<file path="src/rtl/spi_arb_pkg.sv">
// Shared types and constants for the SPI arbiter that multiplexes one SPI master
// between the inertial-sensor and A2D requesters.
package spi_arb_pkg;

    typedef enum logic [1:0] {
        IDLE,
        LAUNCH,
        BUSY,
        RESP
    } state_t;

    typedef enum logic {
        REQ_INERT = 1'b0,
        REQ_A2D   = 1'b1
    } req_id_t;

    localparam int unsigned TIMEOUT_CYC_DEF = 1024;
    localparam logic [15:0] ABORT_FILL      = 16'hFFFF;

    // Watchdog counter width: clog2 of the limit, never narrower than 10 bits.
    function automatic int unsigned cnt_width(input int unsigned cyc);
        return ($clog2(cyc) < 10) ? 10 : $clog2(cyc);
    endfunction

endpackage

</file>
<file path="src/rtl/spi_arbiter_rr_arb2.sv">
// Combinational two-way round-robin pick: a lone request wins outright,
// a tie goes to the requester that was not granted last.
module rr_arb2
    import spi_arb_pkg::*;
(
    input  logic    req_inert,
    input  logic    req_a2d,
    input  req_id_t last_grant,
    output logic    gnt_vld,
    output req_id_t gnt_id
);

    // NOTE: every output gets a default before the branches so no latch is inferred.
    always_comb begin
        gnt_vld = req_inert | req_a2d;
        gnt_id  = REQ_INERT;
        if (req_inert && req_a2d) begin
            if (last_grant == REQ_INERT) begin
                gnt_id = REQ_A2D;
            end
        end else if (req_a2d) begin
            gnt_id = REQ_A2D;
        end
    end

endmodule

</file>
<file path="src/rtl/spi_arbiter.sv">
// Shares one SPI master between the inertial and A2D interfaces, one 16-bit
// transaction at a time. Optional BUSY watchdog enabled by SPI_ARB_TIMEOUT_EN.
module spi_arbiter
  import spi_arb_pkg::*;
#(
  parameter int unsigned TIMEOUT_CYC = TIMEOUT_CYC_DEF
)
(
  input  logic        clk,
  input  logic        rst_n,
  input  logic        req_inert,
  input  logic [15:0] cmd_inert,
  input  logic        req_a2d,
  input  logic [15:0] cmd_a2d,
  output logic        ack_inert,
  output logic        ack_a2d,
  output logic [15:0] rd_data,
  output logic        wrt,
  output logic [15:0] cmd,
  input  logic        done,
  input  logic [15:0] spi_rd,
  output logic        sel_a2d,
  output logic        timeout_err
);

  state_t      state, state_nxt;
  req_id_t     last_grant, last_grant_nxt;
  logic        gnt_vld;
  req_id_t     gnt_id;
  logic        wrt_nxt, ack_inert_nxt, ack_a2d_nxt, sel_a2d_nxt;
  logic [15:0] cmd_nxt, rd_data_nxt;

`ifdef SPI_ARB_TIMEOUT_EN
  localparam int unsigned      CNT_W    = cnt_width(TIMEOUT_CYC);
  localparam logic [CNT_W-1:0] CNT_LAST = CNT_W'(TIMEOUT_CYC - 1);

  logic [CNT_W-1:0] to_cnt, to_cnt_nxt;
  logic             timeout_err_nxt;
`endif

  rr_arb2 u_rr_arb2 (
    .req_inert  (req_inert),
    .req_a2d    (req_a2d),
    .last_grant (last_grant),
    .gnt_vld    (gnt_vld),
    .gnt_id     (gnt_id)
  );

  always_comb begin
    state_nxt      = state;
    last_grant_nxt = last_grant;
    wrt_nxt        = 1'b0;
    ack_inert_nxt  = 1'b0;
    ack_a2d_nxt    = 1'b0;
    sel_a2d_nxt    = sel_a2d;
    cmd_nxt        = cmd;
    rd_data_nxt    = rd_data;
`ifdef SPI_ARB_TIMEOUT_EN
    to_cnt_nxt      = to_cnt;
    timeout_err_nxt = timeout_err;
`endif
    case (state)
      IDLE: begin
        // Requests are only looked at here; commands are frozen at grant.
        if (gnt_vld) begin
          sel_a2d_nxt = (gnt_id == REQ_A2D);
          cmd_nxt     = (gnt_id == REQ_A2D) ? cmd_a2d : cmd_inert;
          wrt_nxt     = 1'b1;
          state_nxt   = LAUNCH;
        end
      end
      LAUNCH: begin
        state_nxt = BUSY;
`ifdef SPI_ARB_TIMEOUT_EN
        to_cnt_nxt = '0;
`endif
      end
      BUSY: begin
`ifdef SPI_ARB_TIMEOUT_EN
        to_cnt_nxt = to_cnt + CNT_W'(1);
`endif
        if (done) begin
          rd_data_nxt   = spi_rd;
          ack_inert_nxt = ~sel_a2d;
          ack_a2d_nxt   = sel_a2d;
          state_nxt     = RESP;
        end
`ifdef SPI_ARB_TIMEOUT_EN
        // A done landing on the final count still wins over the abort.
        else if (to_cnt == CNT_LAST) begin
          rd_data_nxt     = ABORT_FILL;
          timeout_err_nxt = 1'b1;
          ack_inert_nxt   = ~sel_a2d;
          ack_a2d_nxt     = sel_a2d;
          state_nxt       = RESP;
        end
`endif
      end
      RESP: begin
        last_grant_nxt = sel_a2d ? REQ_A2D : REQ_INERT;
        state_nxt      = IDLE;
      end
      default: state_nxt = IDLE;
    endcase
  end

  // NOTE: sequential state uses non-blocking assignments so every register
  // samples the pre-edge values, independent of statement order.
  always_ff @(posedge clk or negedge rst_n) begin
    if (!rst_n) begin
      state      <= IDLE;
      last_grant <= REQ_A2D;
      wrt        <= 1'b0;
      ack_inert  <= 1'b0;
      ack_a2d    <= 1'b0;
      sel_a2d    <= 1'b0;
      cmd        <= '0;
      rd_data    <= '0;
    end else begin
      state      <= state_nxt;
      last_grant <= last_grant_nxt;
      wrt        <= wrt_nxt;
      ack_inert  <= ack_inert_nxt;
      ack_a2d    <= ack_a2d_nxt;
      sel_a2d    <= sel_a2d_nxt;
      cmd        <= cmd_nxt;
      rd_data    <= rd_data_nxt;
    end
  end

`ifdef SPI_ARB_TIMEOUT_EN
  always_ff @(posedge clk or negedge rst_n) begin
    if (!rst_n) begin
      to_cnt      <= '0;
      timeout_err <= 1'b0;
    end else begin
      to_cnt      <= to_cnt_nxt;
      timeout_err <= timeout_err_nxt;
    end
  end
`else
  assign timeout_err = 1'b0;
`endif

endmodule

</file>
<file path="config.mk">
export PLATFORM = sky130hd
export DESIGN_NAME = spi_arbiter
export DESIGN_NICKNAME = d
export VERILOG_FILES = /design/src/rtl/spi_arb_pkg.sv /design/src/rtl/spi_arbiter_rr_arb2.sv /design/src/rtl/spi_arbiter.sv
export SDC_FILE = /design/constraint.sdc
export NUM_CORES = 1
export LEC_CHECK = 0
export ABC_CLOCK_PERIOD_IN_PS = 2600
export BUFFER_PORTS_ARGS = -buffer_cell sky130_fd_sc_hd__buf_4
export CAP_MARGIN = 20
export CORE_ASPECT_RATIO = 1.2
export CORE_MARGIN = 3
export CORE_UTILIZATION = 47
export CTS_CLUSTER_SIZE = 14
export DETAILED_ROUTE_END_ITERATION = 8
export HOLD_SLACK_MARGIN = 0.15
export PLACE_DENSITY = 0.88
export SLEW_MARGIN = 30
export SYNTH_ARGS = -nofsm -noshare
export SYNTH_HDL_FRONTEND = slang
export SYNTH_SLANG_ARGS = --single-unit
</file>
<file path="constraint.sdc">
create_clock -name clk -period 2.6 [get_ports clk]
set_clock_uncertainty 0.1 [all_clocks]
set_input_delay 0.78 -clock clk [delete_from_list [all_inputs] [get_ports clk]]
set_output_delay 0.78 -clock clk [all_outputs]
set_load 0.02 [all_outputs]
</file>
==> out/results.txt, run 1 <==
The clock passes through at most 2 buffers. The die width came out at 60.3 microns. The die footprint is 0.00430 sq mm, and the switching fraction of total power is 39.9%. The via count normalized by instance count is 4.98. The clock period could shrink to 1.77 ns. The number of nets handed over by synthesis was 203. TritonCTS built the clock tree. During placement, the flow inserted port buffers numbering 88. In this design, the stage delay of the slowest critical-path cell is 0.43 ns.

For this run, the register share of the synthesized area comes to 58.7%. The first-pass detailed-route iteration total was 4; the post-synthesis to final-layout area growth was 45.6%. The worst pin sits at a relative slew slack of 64.9%. Ranked by instance count, the synthesized netlist is headed by 38 x dfrtp_1, 33 x a21oi_1, 18 x mux2_2.

In the synthesized netlist the dominant register cell turns out to be dfrtp_1. For the number of diodes, the log shows 0. In this run, synthesis inferred 0 flip-flops with an integrated enable. The area share of the leading cell type in the synthesized netlist was 57.1%; the net switching power was 1.19 mW. In this run the core area contains 23 standard-cell rows.

The data arrival time of the critical path came out at 0.89 ns. Clock tree synthesis found a total of 39 sinks. The biggest area contributor in the post-synthesis netlist is dfrtp_1. Routability-driven placement finished with a final weighted congestion of 0.779. The run gives 0.29 ns as the clock latency at the later pin of the worst-skew pair.

Setup repair after global routing left no endpoint under its margin. Counting flops with an async set or reset pin after synthesis yields a share of 100%. The layer with the highest usage after global routing is met2. The first global-routing pass estimated 6350 microns of wire. Detailed placement ended at an HPWL of 3080 microns. Global routing used 19.9% of the available tracks across all layers.

The most common cell in the synthesized netlist is dfrtp_1. The run finished with clean final reports. Summing internal, switching and leakage power gives 2.99 mW. The total negative setup slack was 0 ns; the hold-fix buffer count after cts was 0. Final layout net count: 293. In the final layout, the share of cells above drive strength 1 is 50.6%. The netlist uses 21 different library cells.

Cell count after synthesis: 146. Yosys printed 0 warnings. Clock buffer count from CTS: 5.

Traced cell by cell, the critical path runs through buf_4. The maximum net fanout on the critical path came out at 5. The leftover overflow at the end of global routing is 0, and the max-slew violation count is 0. Of the total power, the clock network draws 13.5%. The detail route stage leaves a number of antenna-violating nets equal to 0. Buffers added to address setup during post-CTS repair amount to 0. The post-detailed-route wirelength per cell is 14.6 microns.

The smallest hold slack is 0.343 ns, and the number of max-cap violations is 0. Global routing used 26.0% of the available met1 tracks. The number of DRC markers in iteration 0 was 43; the count of endpoints failing setup in the final report was 0. Cell type group with the largest total delay on the critical path: flip-flops.

For this run, global-route usage on met2 was measured as 30.9%. Entering global routing, the biggest net connects 40 pins. The maximum vdd drop was 760 uV; the initial antenna violation count was 0. For the worst setup path, the data required time is 1.72 ns. In the routed design, unresolved DRC markers number 0. The logs give 36.6% for the sequential fraction of design power and 1.80 mW for the cell internal power dissipation.

The total leakage power is 1.21 nW, and the synthesis-stage register bit count is 39. In this run the cell area of the synthesized design comes to 0.00167 sq mm. The worst setup path is of the reg2out kind.

The slew at the pin closest to its max-slew limit works out to 0.527 ns. For this design the top-level I/O count stands at 90. The min-delay analysis places its worst path in the category in2async.

Gates resized during post-CTS repair numbered 0. The H-tree was split into 2 levels. The mean area per synthesized cell came out at 11.4 sq um. The initial utilization of the core area, before any placement, comes to 49.5%.

The via count of the first global-routing pass is 1365, and the vertical die dimension is 71.2 microns. Combinational logic burns 49.9% of the power. By area the synthesized netlist is led by dfrtp_1 57%, mux2_2 12%, a21oi_1 9.9%. In this run the clock root is driven by a clkbuf_8. Number of hold-slack violations in the final timing report: 0. The total area inside the core boundary comes to 0.00337 sq mm. STA classifies the critical path startpoint as a flip-flop.

The final clock period utilization by the worst path works out to 68.1%. Library cell contributing the largest single delay on the critical path: dfrtp_1. Wire length after detailed routing: 4000 microns. The maximum clock rate was 565 MHz; the via total after detailed routing was 1364.

The critical path endpoint category was an output port. Clock-pin slew of the registers on the worst-case setup and hold paths: 0.07 ns. The tools report the met3 usage in global routing as 5.29%. The power density relative to cell area came out at 1240 mW/mm^2. The number of buffer and inverter instances along the worst setup path came out at 1.
==> registers in the layout, summed over array words and instances, names as in the netlist <==
register	cells
ack_a2d	1
ack_inert	1
cmd	16
last_grant	1
rd_data	16
sel_a2d	1
state	2
wrt	1
==> metal layers <==
| layer | up-vias | share of wire [%] | wire length [microns] |
|---|---|---|---|
| li1 | 673 | - | - |
| met1 | 640 | 40 | 1590 |
| met2 | 46 | 52 | 2070 |
| met3 | 5 | 7.0 | 279 |
| met4 | 0 | 1.5 | 61 |
| met5 | - | 0 | 0 |
==> power by group through the flow <==
stage	clock network, mW	registers [mW]	logic (mW)
floorplan	0	1.42	0.561
global placement	0	1.09	1.47
detailed placement	0	1.11	1.51
CTS	0.411	1.10	1.51
global route	0.435	1.14	1.62
finish	0.403	1.10	1.50
==> cells by family (layout without fill, tap and decap cells) <==
kind of cell / after synthesis / after routing / share of synthesized area [%]
DFF: 39 / 39 / 58.7
AOI/OAI and AO/OA: 38 / 38 / 13.7
and+or+nand+nor: 36 / 36 / 8.64
muxes: 18 / 18 / 12.2
buffers and inverters: 10 / 101 / 3.53
adders and majority gates: 4 / 4 / 3.01
other: 1 / 1 / 0.225
==> cells in the final DEF, fill, tap and decap left out, drive strengths merged, types with 2 or more instances in the layout <==
master,instances
buf,89
a21oi,33
ha,4
clkbuf,5
nand2,17
clkinvlp,2
inv,4
dfrtp,38
nor2,17
mux2,18
==> stage by stage <==
stage	utilization [%]	worst slack, ns	cells	cell area [sq um]
finish	72.0	0.830	274	2420
global route	72.0	0.738	274	2420
CTS	72.0	0.817	274	2420
detailed placement	69.4	0.745	266	2340
global placement	69.4	0.767	266	2340
floorplan	-	0.907	146	1670
==> path summary, 6_finish.rpt <==
| kind | start | end | slack [ns] | cells after the start |
|---|---|---|---|---|
| setup / recovery | sel_a2d | sel_a2d | 0.83 | 1 |
| setup reg to reg | state[0] | cmd[12] | 0.91 | 7 |
| min in group clk | rd_data[6] | rd_data[6] | 0.41 | 1 |
| hold / removal | rst_n | rd_data[15] | 0.34 | 1 |
| hold reg to reg | rd_data[6] | rd_data[6] | 0.41 | 1 |
| max in group asynchronous | rst_n | last_grant | 1.71 | 1 |
==> area by class of cell <==
| cell class | instances | area [sq um] |
|---|---|---|
| Multi-Input combinational cell | 97 | 629 |
| Sequential cell | 39 | 977 |
| Clock inverter | 3 | 20.0 |
| Inverter | 4 | 15.0 |
| Timing Repair Buffer | 89 | 668 |
| Clock buffer | 5 | 68.8 |
| Fill cell | 264 | 942 |
| Tap cell | 37 | 46.3 |
==> worst register-to-register path, stage by stage, from the launching register on <==
cell and delay [ns]:
dfrtp_1 0.41, inv_1 0.12, ha_1 0.24, o21ai_4 0.07
buf_4 0.20, inv_2 0.25, nor2_1 0.08, a21oi_1 0.15
(Power assumes the default switching activity.)
==> run 2, diff against run 1 <==
--- a/config.mk
+++ b/config.mk
@@ -5,16 +5,16 @@
 export SDC_FILE = /design/constraint.sdc
 export NUM_CORES = 1
 export LEC_CHECK = 0
-export ABC_CLOCK_PERIOD_IN_PS = 2600
+export ABC_CLOCK_PERIOD_IN_PS = 1700
 export BUFFER_PORTS_ARGS = -buffer_cell sky130_fd_sc_hd__buf_4
 export CAP_MARGIN = 20
 export CORE_ASPECT_RATIO = 1.2
 export CORE_MARGIN = 3
-export CORE_UTILIZATION = 47
+export CORE_UTILIZATION = 44
 export CTS_CLUSTER_SIZE = 14
 export DETAILED_ROUTE_END_ITERATION = 8
 export HOLD_SLACK_MARGIN = 0.15
-export PLACE_DENSITY = 0.88
+export PLACE_DENSITY = 0.83
 export SLEW_MARGIN = 30
 export SYNTH_ARGS = -nofsm -noshare
 export SYNTH_HDL_FRONTEND = slang
==> constraint.sdc (replaced) <==
create_clock -name clk -period 1.7 [get_ports clk]
set_clock_uncertainty 0.1 [all_clocks]
set_input_delay 0.51 -clock clk [delete_from_list [all_inputs] [get_ports clk]]
set_output_delay 0.51 -clock clk [all_outputs]
set_load 0.02 [all_outputs]
==> out/results.txt, run 2 (same netlist as run 1, synthesis figures left out) <==
At the later pin of the worst-skew pair, clock insertion delay measures 0.29 ns. After clock tree synthesis, the setup repair step added 0 buffers. Across all layers, the routed design uses 1426 vias. Once the floorplan was initialized, standard cells occupied 47.8% of the core.

The share of post-route cells with drive strength above 1 was 51.5%; the placement-stage worst setup slack was 0.0700 ns. The buffer depth of the longest clock path is 2. During I/O placement, the number of pins put on the boundary was 90.

In the final layout, the registers with the most flip-flops are cmd (16), rd_data (16), state (2). The pre-antenna-repair detailed-routing pass consisted of 4 iterations. Registers are responsible for 35.8% of the overall power. The die is 62.2 microns wide. The tools report the first-pass GRT wire length as 6530 microns.

For this design the static power due to leakage is 1.24 nW. The critical path is of the reg2reg type. Of all nets on the critical path, the largest fanout is 3. STA puts the critical path data required time at 1.79 ns.

TritonCTS built the clock tree. The portion of total power attributed to the clock network came out at 13.6%. Clock tree synthesis selected as its root buffer the cell clkbuf_8. After detailed routing, the number of remaining DRC violations is 0. The vertical die dimension is 73.4 microns, and the power density relative to cell area is 1870 mW/mm^2.

Number of diodes: 0. Leaving out fill and tap cells, the most frequent cells in the layout are 92 x buf_4, 38 x dfrtp_1, 33 x a21oi_1. The routed design could run at a clock period as short as 1.61 ns. The tools report the number of hold-slack violations in the final timing report as 0.

Counting the buffers created by CTS gives 5. The logs give 35 for the number of DRC markers in iteration 0 and 0.339 ns for the smallest hold slack. The final layout contains 297 nets. Wires add up to 4090 microns. For the final routed database, the setup TNS stands at 0 ns. Setup violations remaining at the end of the flow were counted as 0. Summing internal, switching and leakage power gives 4.63 mW. The total global-route track usage came out at 18.4%. After routing the design area is 0.00248 sq mm.

The clock-pin slew of the registers on the worst-case setup and hold paths came out at 0.08 ns. The number of instances in the placed design came out at 282. The worst-case IR drop observed on VDD is 1110 uV. Once placement finished, the instance area stood at 0.00237 sq mm. Setup repair after global routing left no endpoint under its margin. The row count is 23, and the fraction of the core area covered by cells at the end of the flow is 71.3%. The logs give 0 for the initial antenna violation count and 39 for the number of clock sinks. The net switching power is 1.85 mW, and the data arrival time of the critical path is 1.70 ns. The filler-free cell count of the finished design came out at 291. The tools report the HPWL after detailed placement as 3070 microns. Cell internal power was estimated by the tool at 2.79 mW. For the max-slew violation count, the log shows 0.

The leftover overflow at the end of global routing came out at 0. Final worst setup slack: 0.0892 ns. The switching fraction of total power works out to 39.9%. Entering global routing, the biggest net connects 40 pins. Based on the critical path, the design can be clocked at up to 621 MHz.

The tool flagged a number of max-cap violations equal to 0. The run gives 1446 as the via count of the first global-routing pass. STA classifies the critical path endpoint as a flip-flop. The worst setup path is launched from a flip-flop.

Using the TritonRoute via totals, the vias-per-cell ratio works out to 4.90. The run finished with clean final reports. Post-detailed-route wirelength per cell: 14.0 microns.

The die covers 0.00456 sq mm. The post-route antenna net violation count came out at 0. The count of input and output buffers works out to 88. Path category of the worst min-delay check: in2reg. The final clock period utilization by the worst path works out to 94.8%. The area of the placeable core is 0.00348 sq mm, and the part of the total power dissipated in combinational logic is 50.6%. From synthesis to final layout, the design area changed by 49.0%. At the end of routability-driven placement, the weighted congestion stood at 0.719. CTS built an H-tree with a depth of 2. The library cell used most frequently in the layout, excluding fill and tap cells, is buf_4.
-- run 2: cell count changes in the layout (fill, tap and decap cells not counted), sizes merged --
cell / delta
buf: +3
dlygate4sd3: +1
-- run 2: power groups by stage --
stage               registers (mW)  clock network [mW]  logic (mW)
global route                  1.73               0.674        2.54
finish                        1.66               0.629        2.34
global placement              1.66                   0        2.30
detailed placement            1.68                   0        2.36
CTS                           1.66               0.641        2.37
floorplan                     2.17                   0       0.858
-- run 2: path summary, 6_finish.rpt --
check | startpoint | endpoint | slack (ns) | depth (start not counted)
worst max-delay path | state[0] | state[1] | 0.09 | 5
worst min-delay path | spi_rd[12] | rd_data[12] | 0.34 | 2
worst max register to register | state[0] | state[1] | 0.09 | 5
worst min register to register | rd_data[6] | rd_data[6] | 0.41 | 1
max in group asynchronous | rst_n | last_grant | 0.53 | 2
min in group asynchronous | rst_n | rd_data[14] | 0.61 | 2
-- run 2: final cells by class --
class / count / area (sq um)
clock buffers: 5 / 68.8
clock inverters: 3 / 20.0
fillers: 296 / 1000
inverters: 4 / 15.0
multi-input cells: 97 / 637
flip-flops and latches: 39 / 977
well taps: 50 / 62.6
repair buffers: 93 / 701
-- run 2: worst max-delay path, cell delays in order, from the launching register on --
cell and delay [ns]:
dfrtp_1 0.41, inv_1 0.12, ha_2 0.23, nor3b_1 0.26, a21oi_1 0.09, mux2_2 0.29
-- run 2: what timing repair did --
action | CTS | global route
hold endpoints to repair | 38 | 0
endpoints found under the setup margin | 0 | 3
gates resized for setup | 0 | 2
hold buffers | 1 | 0
-- run 2: metal layers --
| layer | track usage, % | share of wire, % |
|---|---|---|
| met5 | 0 | 0 |
| met4 | 5.90 | 1.1 |
| met3 | 5.96 | 7.0 |
| met2 | 32.7 | 55 |
| met1 | 21.2 | 37 |
